===== src/rtl/sram_arb_pkg.sv =====
// Shared constants for the SRAM port arbiter: FSM encoding, grant IDs and default widths.
package sram_arb_pkg;

    localparam int MEMORY_DATA_WIDTH_DEF = 8;
    localparam int MEMORY_ADDR_WIDTH_DEF = 9;

    localparam logic ARB_IDLE   = 1'b0;
    localparam logic ARB_ACCESS = 1'b1;

    // Grant IDs double as bit positions in the arbiter request vector.
    localparam logic GNT_LD  = 1'b0;
    localparam logic GNT_CPU = 1'b1;

endpackage


===== src/rtl/rr_arb2.sv =====
// Combinational two-way round-robin picker; on contention it favours the port not granted last.
module rr_arb2
    import sram_arb_pkg::*;
(
    input  logic [1:0] req,
    input  logic       last_gnt,
    output logic       gnt_valid,
    output logic       gnt_id
);

    always_comb begin
        gnt_valid = |req;
        gnt_id    = GNT_LD;
        if (&req) begin
            gnt_id = ~last_gnt;
        end else if (req[GNT_CPU]) begin
            gnt_id = GNT_CPU;
        end
    end

endmodule


===== src/rtl/sram_port_arbiter.sv =====
// Shares one single-port SRAM between the serial loader (write-only) and the CPU port,
// issuing each access as a one-cycle registered strobe followed by a return to idle.
module sram_port_arbiter
    import sram_arb_pkg::*;
#(
    parameter int MEMORY_DATA_WIDTH = MEMORY_DATA_WIDTH_DEF,
    parameter int MEMORY_ADDR_WIDTH = MEMORY_ADDR_WIDTH_DEF
) (
    input  logic                         CLK,
    input  logic                         RST,
    input  logic                         BOOT,
    input  logic                         LD_REQ,
    input  logic [MEMORY_ADDR_WIDTH-1:0] LD_A,
    input  logic [MEMORY_DATA_WIDTH-1:0] LD_D,
    output logic                         LD_ACK,
    input  logic                         CPU_REQ,
    input  logic                         CPU_WE,
    input  logic [MEMORY_ADDR_WIDTH-1:0] CPU_A,
    input  logic [MEMORY_DATA_WIDTH-1:0] CPU_D,
    output logic                         CPU_ACK,
    output logic [MEMORY_DATA_WIDTH-1:0] CPU_Q,
    output logic                         CPU_QV,
    output logic                         SRAM_CEN,
    output logic                         SRAM_WEN,
    output logic [MEMORY_ADDR_WIDTH-1:0] SRAM_A,
    output logic [MEMORY_DATA_WIDTH-1:0] SRAM_D,
    input  logic [MEMORY_DATA_WIDTH-1:0] SRAM_Q
);

    logic                         state_q,    state_d;
    logic                         last_gnt_q, last_gnt_d;
    logic                         cen_q,      cen_d;
    logic                         wen_q,      wen_d;
    logic [MEMORY_ADDR_WIDTH-1:0] a_q,        a_d;
    logic [MEMORY_DATA_WIDTH-1:0] d_q,        d_d;
    logic                         ld_ack_q,   ld_ack_d;
    logic                         cpu_ack_q,  cpu_ack_d;
    logic                         qv_q,       qv_d;

    logic [1:0] req_vec;
    logic       gnt_valid;
    logic       gnt_id;

    // BOOT masks the CPU before arbitration, so it never influences fairness state.
    assign req_vec = {CPU_REQ & ~BOOT, LD_REQ};

    rr_arb2 u_rr_arb2 (
        .req       (req_vec),
        .last_gnt  (last_gnt_q),
        .gnt_valid (gnt_valid),
        .gnt_id    (gnt_id)
    );

    always_comb begin
        // NOTE: every signal gets a default first so no path through the case infers a latch.
        state_d    = state_q;
        last_gnt_d = last_gnt_q;
        cen_d      = 1'b1;
        wen_d      = 1'b1;
        a_d        = a_q;
        d_d        = d_q;
        ld_ack_d   = 1'b0;
        cpu_ack_d  = 1'b0;
        qv_d       = 1'b0;

        case (state_q)
            ARB_IDLE: begin
                if (gnt_valid) begin
                    state_d = ARB_ACCESS;
                    cen_d   = 1'b0;
                    if (&req_vec) begin
                        last_gnt_d = gnt_id;
                    end
                    if (gnt_id == GNT_LD) begin
                        wen_d    = 1'b0;
                        a_d      = LD_A;
                        d_d      = LD_D;
                        ld_ack_d = 1'b1;
                    end else begin
                        wen_d     = ~CPU_WE;
                        a_d       = CPU_A;
                        d_d       = CPU_D;
                        cpu_ack_d = 1'b1;
                    end
                end
            end
            default: begin
                // Data from a CPU read strobe arrives on SRAM_Q one cycle after the strobe.
                state_d = ARB_IDLE;
                qv_d    = cpu_ack_q & wen_q;
            end
        endcase
    end

    // NOTE: sequential state uses non-blocking assignments so every flop samples pre-edge values.
    always_ff @(posedge CLK or posedge RST) begin
        if (RST) begin
            state_q    <= ARB_IDLE;
            last_gnt_q <= GNT_CPU;
            cen_q      <= 1'b1;
            wen_q      <= 1'b1;
            a_q        <= '0;
            d_q        <= '0;
            ld_ack_q   <= 1'b0;
            cpu_ack_q  <= 1'b0;
            qv_q       <= 1'b0;
        end else begin
            state_q    <= state_d;
            last_gnt_q <= last_gnt_d;
            cen_q      <= cen_d;
            wen_q      <= wen_d;
            a_q        <= a_d;
            d_q        <= d_d;
            ld_ack_q   <= ld_ack_d;
            cpu_ack_q  <= cpu_ack_d;
            qv_q       <= qv_d;
        end
    end

    assign SRAM_CEN = cen_q;
    assign SRAM_WEN = wen_q;
    assign SRAM_A   = a_q;
    assign SRAM_D   = d_q;
    assign LD_ACK   = ld_ack_q;
    assign CPU_ACK  = cpu_ack_q;
    assign CPU_QV   = qv_q;
    assign CPU_Q    = SRAM_Q;

endmodule

===== config.mk =====
export PLATFORM = sky130hd
export DESIGN_NAME = sram_port_arbiter
export DESIGN_NICKNAME = d
export VERILOG_FILES = /design/src/rtl/sram_arb_pkg.sv /design/src/rtl/rr_arb2.sv /design/src/rtl/sram_port_arbiter.sv
export SDC_FILE = /design/constraint.sdc
export NUM_CORES = 1
export LEC_CHECK = 0
export ABC_AREA = 0
export BUFFER_PORTS_ARGS = -buffer_cell sky130_fd_sc_hd__buf_2
export CAP_MARGIN = 20
export CELL_PAD_IN_SITES_DETAIL_PLACEMENT = 1
export CELL_PAD_IN_SITES_GLOBAL_PLACEMENT = 1
export CORE_ASPECT_RATIO = 1.25
export CORE_UTILIZATION = 29
export DETAILED_ROUTE_END_ITERATION = 10
export PLACE_DENSITY_LB_ADDON = 0.1
export RECOVER_POWER = 50
export SYNTH_ARGS = -nofsm -noshare
export SYNTH_HDL_FRONTEND = slang
export SYNTH_SLANG_ARGS = --single-unit

===== constraint.sdc =====
create_clock -name CLK -period 1.76 [get_ports CLK]
set_input_delay 0.528 -clock CLK [delete_from_list [all_inputs] [get_ports CLK]]
set_output_delay 0.528 -clock CLK [all_outputs]
set_load 0.05 [all_outputs]

## After elaboration in Yosys (flattened, before gate mapping)

Cells that the tools add are included.
Widths: inputs -> output; s select.

| operators by class | value |
|---|---|
| reduce and logical (&&, ||, !) cells | 4 |
| bitwise gates (word level) | 6 |
| muxes and demuxes | 18 |

Operators by type and width:

| operator | number |
|---|---|
| $mux 1 | 16 |
| $mux 9 | 1 |
| $mux 8 | 1 |
| $not 1->1 | 4 |
| $reduce_and 2->1 | 2 |
| $reduce_and 4->1 | 1 |
| $and 1x1->1 | 2 |
| $reduce_or 2->1 | 1 |

| word-level totals | value |
|---|---|
| bits of input ports | 48 |
| logic and storage cells | 37 |
| register bits after elaboration | 24 |

## Logic depth before layout (Yosys ltp)

Gate-level depths: netlist (run 1).

| logic depth | value |
|---|---|
| word-level depth | 7 |
| gate-level depth with buffers | 6 |
| gate-level depth less buffers | 4 |

## Cells and area by module

From an unflattened synthesis (run 1), not the netlist that was laid out.

| second synthesis, totals | value |
|---|---|
| cell total of the unflattened synthesis | 102 |
| area, all modules | 1108.6 µm² |

Modules (own cells, without submodules):

| module | instances | sequential area each (µm²) | area each (µm²) | cells each |
|---|---|---|---|---|
| sram_port_arbiter | 1 | 604.3 | 1094.8 | 100 |
| rr_arb2 | 1 | 0.0 | 13.8 | 2 |

## Least setup slack after synthesis (run 1)

Ideal clock, no wire load.

| path | value |
|---|---|
| path type | input port to flip-flop |
| start point | input port CPU_REQ |
| end point | register a_q[0] (netlist: SRAM_A[0]) |
| required time | 1.638 ns |
| path slack | 0.411 ns |
| cell stages on the path | 6 |
| arrival | 1.227 ns |
| cell sequence | nor2b_4 -> buf_6 -> nand2_8 -> buf_12 -> mux2i_1 -> o21ai_1 |

| between the ends | value |
|---|---|
| cells in the longest elaborated chain, start to end | 4 |
| elaborated cells on any way between the ends | 7 |

Ends and longest elaborated chain:

| what | line | RTL |
|---|---|---|
| start: declaration | sram_port_arbiter.sv:16 | `input logic CPU_REQ,` |
| $and 1x1->1 (*) | sram_port_arbiter.sv:45 | `assign req_vec = {CPU_REQ & ~BOOT, LD_REQ};` |
| $mux 1 or $reduce_and 2->1 (tied branches) | rr_arb2.sv:16, rr_arb2.sv:14 |  |
| $mux 1 | rr_arb2.sv:14 | `if (&req) begin` |
| $mux 9 | sram_port_arbiter.sv:74 | `if (gnt_id == GNT_LD) begin` |
| end signal: assignment | sram_port_arbiter.sv:102 | `a_q <= '0;` |
| end signal: assignment | sram_port_arbiter.sv:112 | `a_q <= a_d;` |
| end: declaration | sram_port_arbiter.sv:34 | `logic [MEMORY_ADDR_WIDTH-1:0] a_q, a_d;` |

Every way passes the cells marked *; elsewhere a longest branch is shown, timed or not.
A chain may end at the register's enable or synchronous reset.

## Worst setup path after layout (run 1)

| path | value |
|---|---|
| start point | register wen_q (netlist: SRAM_WEN) |
| end point | output port SRAM_WEN |

RTL lines:

| what | line | RTL |
|---|---|---|
| start: declaration | sram_port_arbiter.sv:33 | `logic wen_q, wen_d;` |
| start signal: assignment | sram_port_arbiter.sv:111 | `wen_q <= wen_d;` |
| end: declaration | sram_port_arbiter.sv:24 | `output logic SRAM_WEN,` |

No word-level cell between the ends.

==> results of run 1 <==
==> sequential cells by signal, summed over array words and instances (netlist names) <==
signal / flops
CPU_ACK: 1
CPU_QV: 1
last_gnt_q: 1
SRAM_WEN: 1
state_q: 1
SRAM_D: 8
LD_ACK: 1
SRAM_A: 9
SRAM_CEN: 1
==> layout by cell type (no fill, tap or decap), types with 2 or more instances in the layout <==
master    Yosys  routed
o21ai_0       4       4
mux2i_1      17      17
clkbuf_8      0       3
dfstp_2       3       2
o21ai_1      14      14
buf_2         0      61
nand2_1      17      17
dfrtp_1      21      21
inv_1         2       2
==> path summary, 6_finish.rpt <==
| kind | start | endpoint | slack [ps] |
|---|---|---|---|
| worst max-delay path | SRAM_WEN | SRAM_WEN | 200 |
| worst min-delay path | RST | SRAM_A[8] | 410 |
| worst max register to register | last_gnt_q | SRAM_A[8] | 450 |
| worst min register to register | state_q | CPU_ACK | 470 |
| max in group asynchronous | RST | SRAM_A[3] | 950 |
| min in group CLK | CPU_WE | SRAM_WEN | 420 |
==> metal layers <==
layer	GRT usage	part of all wire	vias to the layer above
li1	-	-	433
met1	0.1382	0.41	404
met2	0.2324	0.52	36
met3	0.01961	0.068	4
met4	0.03704	0.0058	0
met5	0	0	-
==> final cells by class <==
type                            instances  area [µm²]  area share
Clock buffer                            4       45.04     0.03090
Inverter                                2       7.507    0.005150
Multi-Input combinational cell         61       402.9      0.2764
Tap cell                               54       67.56     0.04635
Timing Repair Buffer                   63       330.3      0.2266
Sequential cell                        24       604.3      0.4146
==> logic make-up after synthesis <==
family                    Yosys count  share of synthesized area
DFF                                24                     0.5267
and+or+nand+nor                    23                     0.1058
AOI/OAI and AO/OA                  20                    0.09924
muxes                              17                     0.1483
buffers and inverters              15                     0.1123
xor gates and xnor gates            1                   0.007635
==> power by group through the flow <==
stage          sequential (W)  clock [W]  combinational [W]
2_1_floorplan         0.00104          0           0.000253
3_3_place_gp         0.000727          0           0.000672
3_5_place_dp         0.000734          0           0.000680
4_1_cts              0.000725   0.000347           0.000681
5_1_grt              0.000733   0.000362           0.000713
6_report             0.000717   0.000324           0.000664
==> per-stage QoR <==
stage | total power (W) | setup slack [ps] | cells | area [µm²] | util
6_report | 0.001705 | 199.4 | 208 | 1458 | 0.3851
4_1_cts | 0.001753 | 181.3 | 208 | 1471 | 0.3888
3_5_place_dp | 0.001414 | 270.5 | 204 | 1426 | 0.3769
3_3_place_gp | 0.001399 | 307.5 | 204 | 1426 | 0.3769
5_1_grt | 0.001808 | 168.1 | 208 | 1458 | 0.3851
2_1_floorplan | 0.001294 | 410.8 | 100 | 1147 | -
==> worst reg2reg max path, stage by stage, from the launching register on <==
cell	delay (ps)
dfstp_1	560
nand2_2	110
nand2_8	200
mux2i_1	230
o21ai_0	90
==> run summary, run 1 <==
Setup CP Type - flip-flop to primary output
CTS tree - built
final wirelength - 2.420 mm
crit path launch type - flip-flop
sequential power share - 0.421
post_cts resized - 0
antenna violations before repair - 0
initial DRC count - 8
latest clock arrival within the worst-skew pair - 260 ps
largest net degree at the start of global routing - 37
Final Max Tran Viols - 0
slowest stage delay, CP - 530 ps
CP max stage cell - dfstp_2
CTS Buffer Depth - 2
maximum clock frequency - 640.8 MHz
Worst-path clk slew - 80 ps
top cells by count, synth - dfrtp_1 (21), mux2i_1 (17), nand2_1 (17)
top_reg_cell synth - dfrtp_1
post-DP HPWL - 1.837 mm
Worst Path Max Fanout - 2
number of post-CTS setup repair buffers - 0
most frequent cell after synthesis - dfrtp_1
top cells by area, synth - dfrtp_1 (46%), mux2i_1 (15%), dfstp_2 (6.9%)
worst hold slack - 411.3 ps
H-tree levels - 1
CTS Buf Count - 3
root buf cell - clkbuf_8
RSZ-0062 raised after global routing - no
CP Cell Sequence - buf_2
Synth Warn # - 0
core footprint - 3785 µm²
Final ANT Viol Nets - 0
vias post-DR - 877
Final nets - 203
Sw Ratio - 0.4112
critical path arrival - 1030 ps
Starting Density - 0.3031
cell count after synthesis - 100
Worst Hold Class - primary input to async pin
maximum VDD drop - 0.4031 mV
switching pwr - 0.0007011 W
count of state elements after synthesis - 24
area leader, netlist - dfrtp_1
number of enable flip-flop cells after synthesis - 0
GR Util All Layers - 0.1227
I/O Buffers - 61
Fin. Hold Viols - 0
cell-internal power - 0.001004 W
Gate power share - 0.390
first-pass GRT wire length - 4.029 mm
LEAKAGE - 0.8264 nW
drt drc - 0
worst slew pin tran - 614.2 ps
Post-Syn Area - 1147 µm²
drt via density - 4.216
row count - 25
routability cong. - 0.6881
number of max-cap violations - 0
Final Skew - 4.778 ps
Clock power frac - 0.190
syn avg cell area - 11.47 µm²
Fillers - 451
die height - 72.33 µm
hold buffers post-CTS - 0
minimum clock period - 1561 ps
TNS Setup - 0 ps
post-synthesis sequential area ratio - 0.5267
async set or reset register ratio after synthesis - 1.000
post-synth cell types - 19
CTS sink cnt - 24
layout cells sized above 1 - 0.4610
I/O pin cnt - 78
critical path depth - 1
Slew HR - 0.5906
CP bufs+invs - 1
Crit. End Element - primary output
WL per Instance - 11.63 µm
number of global-route vias before repair - 935
Pre-Repair DR Iteration Count - 2
Post-Synthesis Net Count - 148
ant diodes - 0
Tcrit/Tclk final - 0.8867
area of the die - 4214 µm²
R2R depth - 4
synthesis-to-finish area growth - 27.04%
Remaining Overflow, GRT - 0
Die Span X - 58.26 µm
number of setup violations in the final report - 0
PD cells - 1170 nW/µm²
status - completed
post-synth top area share - 0.4580
cell family with most CP delay - flip-flops
Required @ worst endpoint - 1230 ps
Power figures use the tool's default switching activity.
==> run 2, diff against run 1 <==
--- a/config.mk
+++ b/config.mk
@@ -6,13 +6,13 @@
 export NUM_CORES = 1
 export LEC_CHECK = 0
 export ABC_AREA = 0
-export BUFFER_PORTS_ARGS = -buffer_cell sky130_fd_sc_hd__buf_2
 export CAP_MARGIN = 20
 export CELL_PAD_IN_SITES_DETAIL_PLACEMENT = 1
 export CELL_PAD_IN_SITES_GLOBAL_PLACEMENT = 1
 export CORE_ASPECT_RATIO = 1.25
-export CORE_UTILIZATION = 29
+export CORE_UTILIZATION = 43
 export DETAILED_ROUTE_END_ITERATION = 10
+export DONT_BUFFER_PORTS = 1
 export PLACE_DENSITY_LB_ADDON = 0.1
 export RECOVER_POWER = 50
 export SYNTH_ARGS = -nofsm -noshare
==> run 2 against run 1 <==
  * Die area decreased by 32%
  * Flip-flop and latch count unchanged
  * Cell count decreased by 39%
  * Sequential share of layout area increased by 13 points
  * Sequential power increased by 46%
  * Wire length decreased by 17%
  * First-iteration DRC count increased by 13%
  * Register-to-register slack got worse by 20 ps
  * Critical path depth decreased by 1
  * Clock power decreased by 24%
  * Combinational power decreased by 69%
  * Critical path type unchanged
  * Largest power group unchanged
  * Highest routed layer unchanged
==> run summary, run 2 (same netlist as run 1, synthesis figures left out) <==
area of the die - 2880 µm² (-32%)
max reg flops - 9 (unchanged)
final setup margin - 212.0 ps (+12.53 ps)
number of global-route vias before repair - 661 (-29%)
Final Skew - 4.547 ps (-0.2306 ps)
final wirelength - 2.015 mm (-17%)
row count - 20 (-20%)
die height - 59.75 µm (-17%)
synthesis-to-finish area growth - -4.035%
CTS Buf Count - 3 (unchanged)
maximum clock frequency - 646.0 MHz (+0.81%)
layout cells sized above 1 - 0.1075 (-0.3535)
LEAKAGE - 0.5614 nW (-32%)
Required @ worst endpoint - 1230 ps (about the same)
Fin. Hold Viols - 0 (unchanged)
antenna violations before repair - 0 (unchanged)
ant diodes - 0 (unchanged)
CTS tree - built
GR Util All Layers - 0.1505 (+0.02781)
Worst Path Max Fanout - 2 (unchanged)
worst hold slack - 277.5 ps (-133.8 ps)
hold buffers post-CTS - 1 (+1)
minimum clock period - 1548 ps (-12.53 ps)
WL per Instance - 15.99 µm (+37%)
pre-CTS setup slack - 116.1 ps (-154.4 ps)
RSZ-0062 raised after global routing - no
status - completed
Fillers - 276 (-39%)
critical path arrival - 1020 ps (about the same)
vias post-DR - 665 (-24%)
Final Max Tran Viols - 0 (unchanged)
Slew HR - 0.4974 (-0.09314)
routability cong. - 0.5499 (-20%)
I/O Buffers - 0 (-100%)
most frequent cells in the layout - dfrtp_1 (21), mux2i_1 (17), nand2_1 (17)
TNS Setup - 0 ps (unchanged)
first-pass GRT wire length - 2.967 mm (-26%)
PD cells - 1362 nW/µm² (+16%)
Final nets - 142 (-30%)
core footprint - 2477 µm² (-35%)
Worst Hold Class - primary input to flip-flop
latest clock arrival within the worst-skew pair - 310 ps (+50 ps)
Starting Density - 0.4631 (+0.1600)
number of setup violations in the final report - 0 (unchanged)
number of post-CTS setup repair buffers - 0 (unchanged)
CTS sink cnt - 24 (unchanged)
Final ANT Viol Nets - 0 (unchanged)
worst slew pin tran - 751.9 ps (+137.7 ps)
Setup CP Type - flip-flop to primary output
maximum VDD drop - 0.4806 mV (+19%)
drt via density - 5.278 (+25%)
largest net degree at the start of global routing - 38 (+2.7%)
initial DRC count - 9 (+1)
Die Span X - 48.20 µm (-17%)
Remaining Overflow, GRT - 0 (unchanged)
drt drc - 0 (unchanged)
Pre-Repair DR Iteration Count - 3 (+1)
Worst-path clk slew - 130 ps (+50 ps)
Tcrit/Tclk final - 0.8796 (-0.007120)
I/O pin cnt - 78 (unchanged)
most common cell after layout, fill and taps aside - dfrtp_1
Crit. End Element - primary output
post_cts resized - 0 (unchanged)
crit path launch type - flip-flop
number of max-cap violations - 0 (unchanged)
root buf cell - clkbuf_4
H-tree levels - 1 (unchanged)
CTS Buffer Depth - 2 (unchanged)
run 2: cell types whose count changed in the layout (fill, tap and decap cells not counted):
cell	delta
clkbuf_8	-3
o21bai_1	-1
buf_12	-1
nor2b_1	+1
dlygate4sd3_1	+1
dfstp_2	+1
nor2b_4	-1
o21ai_1	-1
buf_2	-61
dfstp_1	-1
o21ai_0	+1
clkbuf_4	+3
o21bai_4	+1
run 2: cell type report:
cell class,count,area [µm²],share of cell area
flip-flops and latches,24,604.3,0.5489
clock buffers,4,26.28,0.02386
repair buffers,2,15.01,0.01364
multi-input cells,61,406.6,0.3693
inverters,2,7.507,0.006818
well taps,33,41.29,0.03750
run 2: layer usage:
metal / up-vias / track usage / part of all wire
met2: 38 / 0.2419 / 0.51
met1: 303 / 0.1728 / 0.37
li1: 314 / - / -
met4: 0 / 0.09524 / 0.024
met5: - / 0 / 0
met3: 10 / 0.03323 / 0.099
run 2: where the power goes:
| part | switching [W] | total, W | internal [W] | leakage (nW) |
|---|---|---|---|---|
| Combinational | 0.000118 | 0.000206 | 0.0000874 | 0.254 |
| Sequential | 0.000386 | 0.00105 | 0.000661 | 0.292 |
| Clock | 0.000159 | 0.000247 | 0.0000883 | 0.0150 |
run 2: path summary, 6_finish.rpt:
kind | from | endpoint | slack (ps) | cells after the start
setup / recovery | SRAM_WEN | SRAM_WEN | 210 | 0
hold / removal | CPU_WE | SRAM_WEN | 280 | 1
setup reg to reg | last_gnt_q | SRAM_D[0] | 430 | 4
hold reg to reg | state_q | CPU_ACK | 510 | 1
max in group asynchronous | RST | SRAM_A[8] | 550 | 3
min in group asynchronous | RST | CPU_QV | 490 | 2
run 2: stage by stage:
step             util  power, W  instances  instance area [µm²]
6_report       0.4444  0.001500        126                 1101
2_1_floorplan       -  0.001294        100                 1147
3_3_place_gp   0.4338  0.001259        121                 1075
4_1_cts        0.4485  0.001525        126                 1111
5_1_grt        0.4444  0.001579        126                 1101
3_5_place_dp   0.4338  0.001273        121                 1075
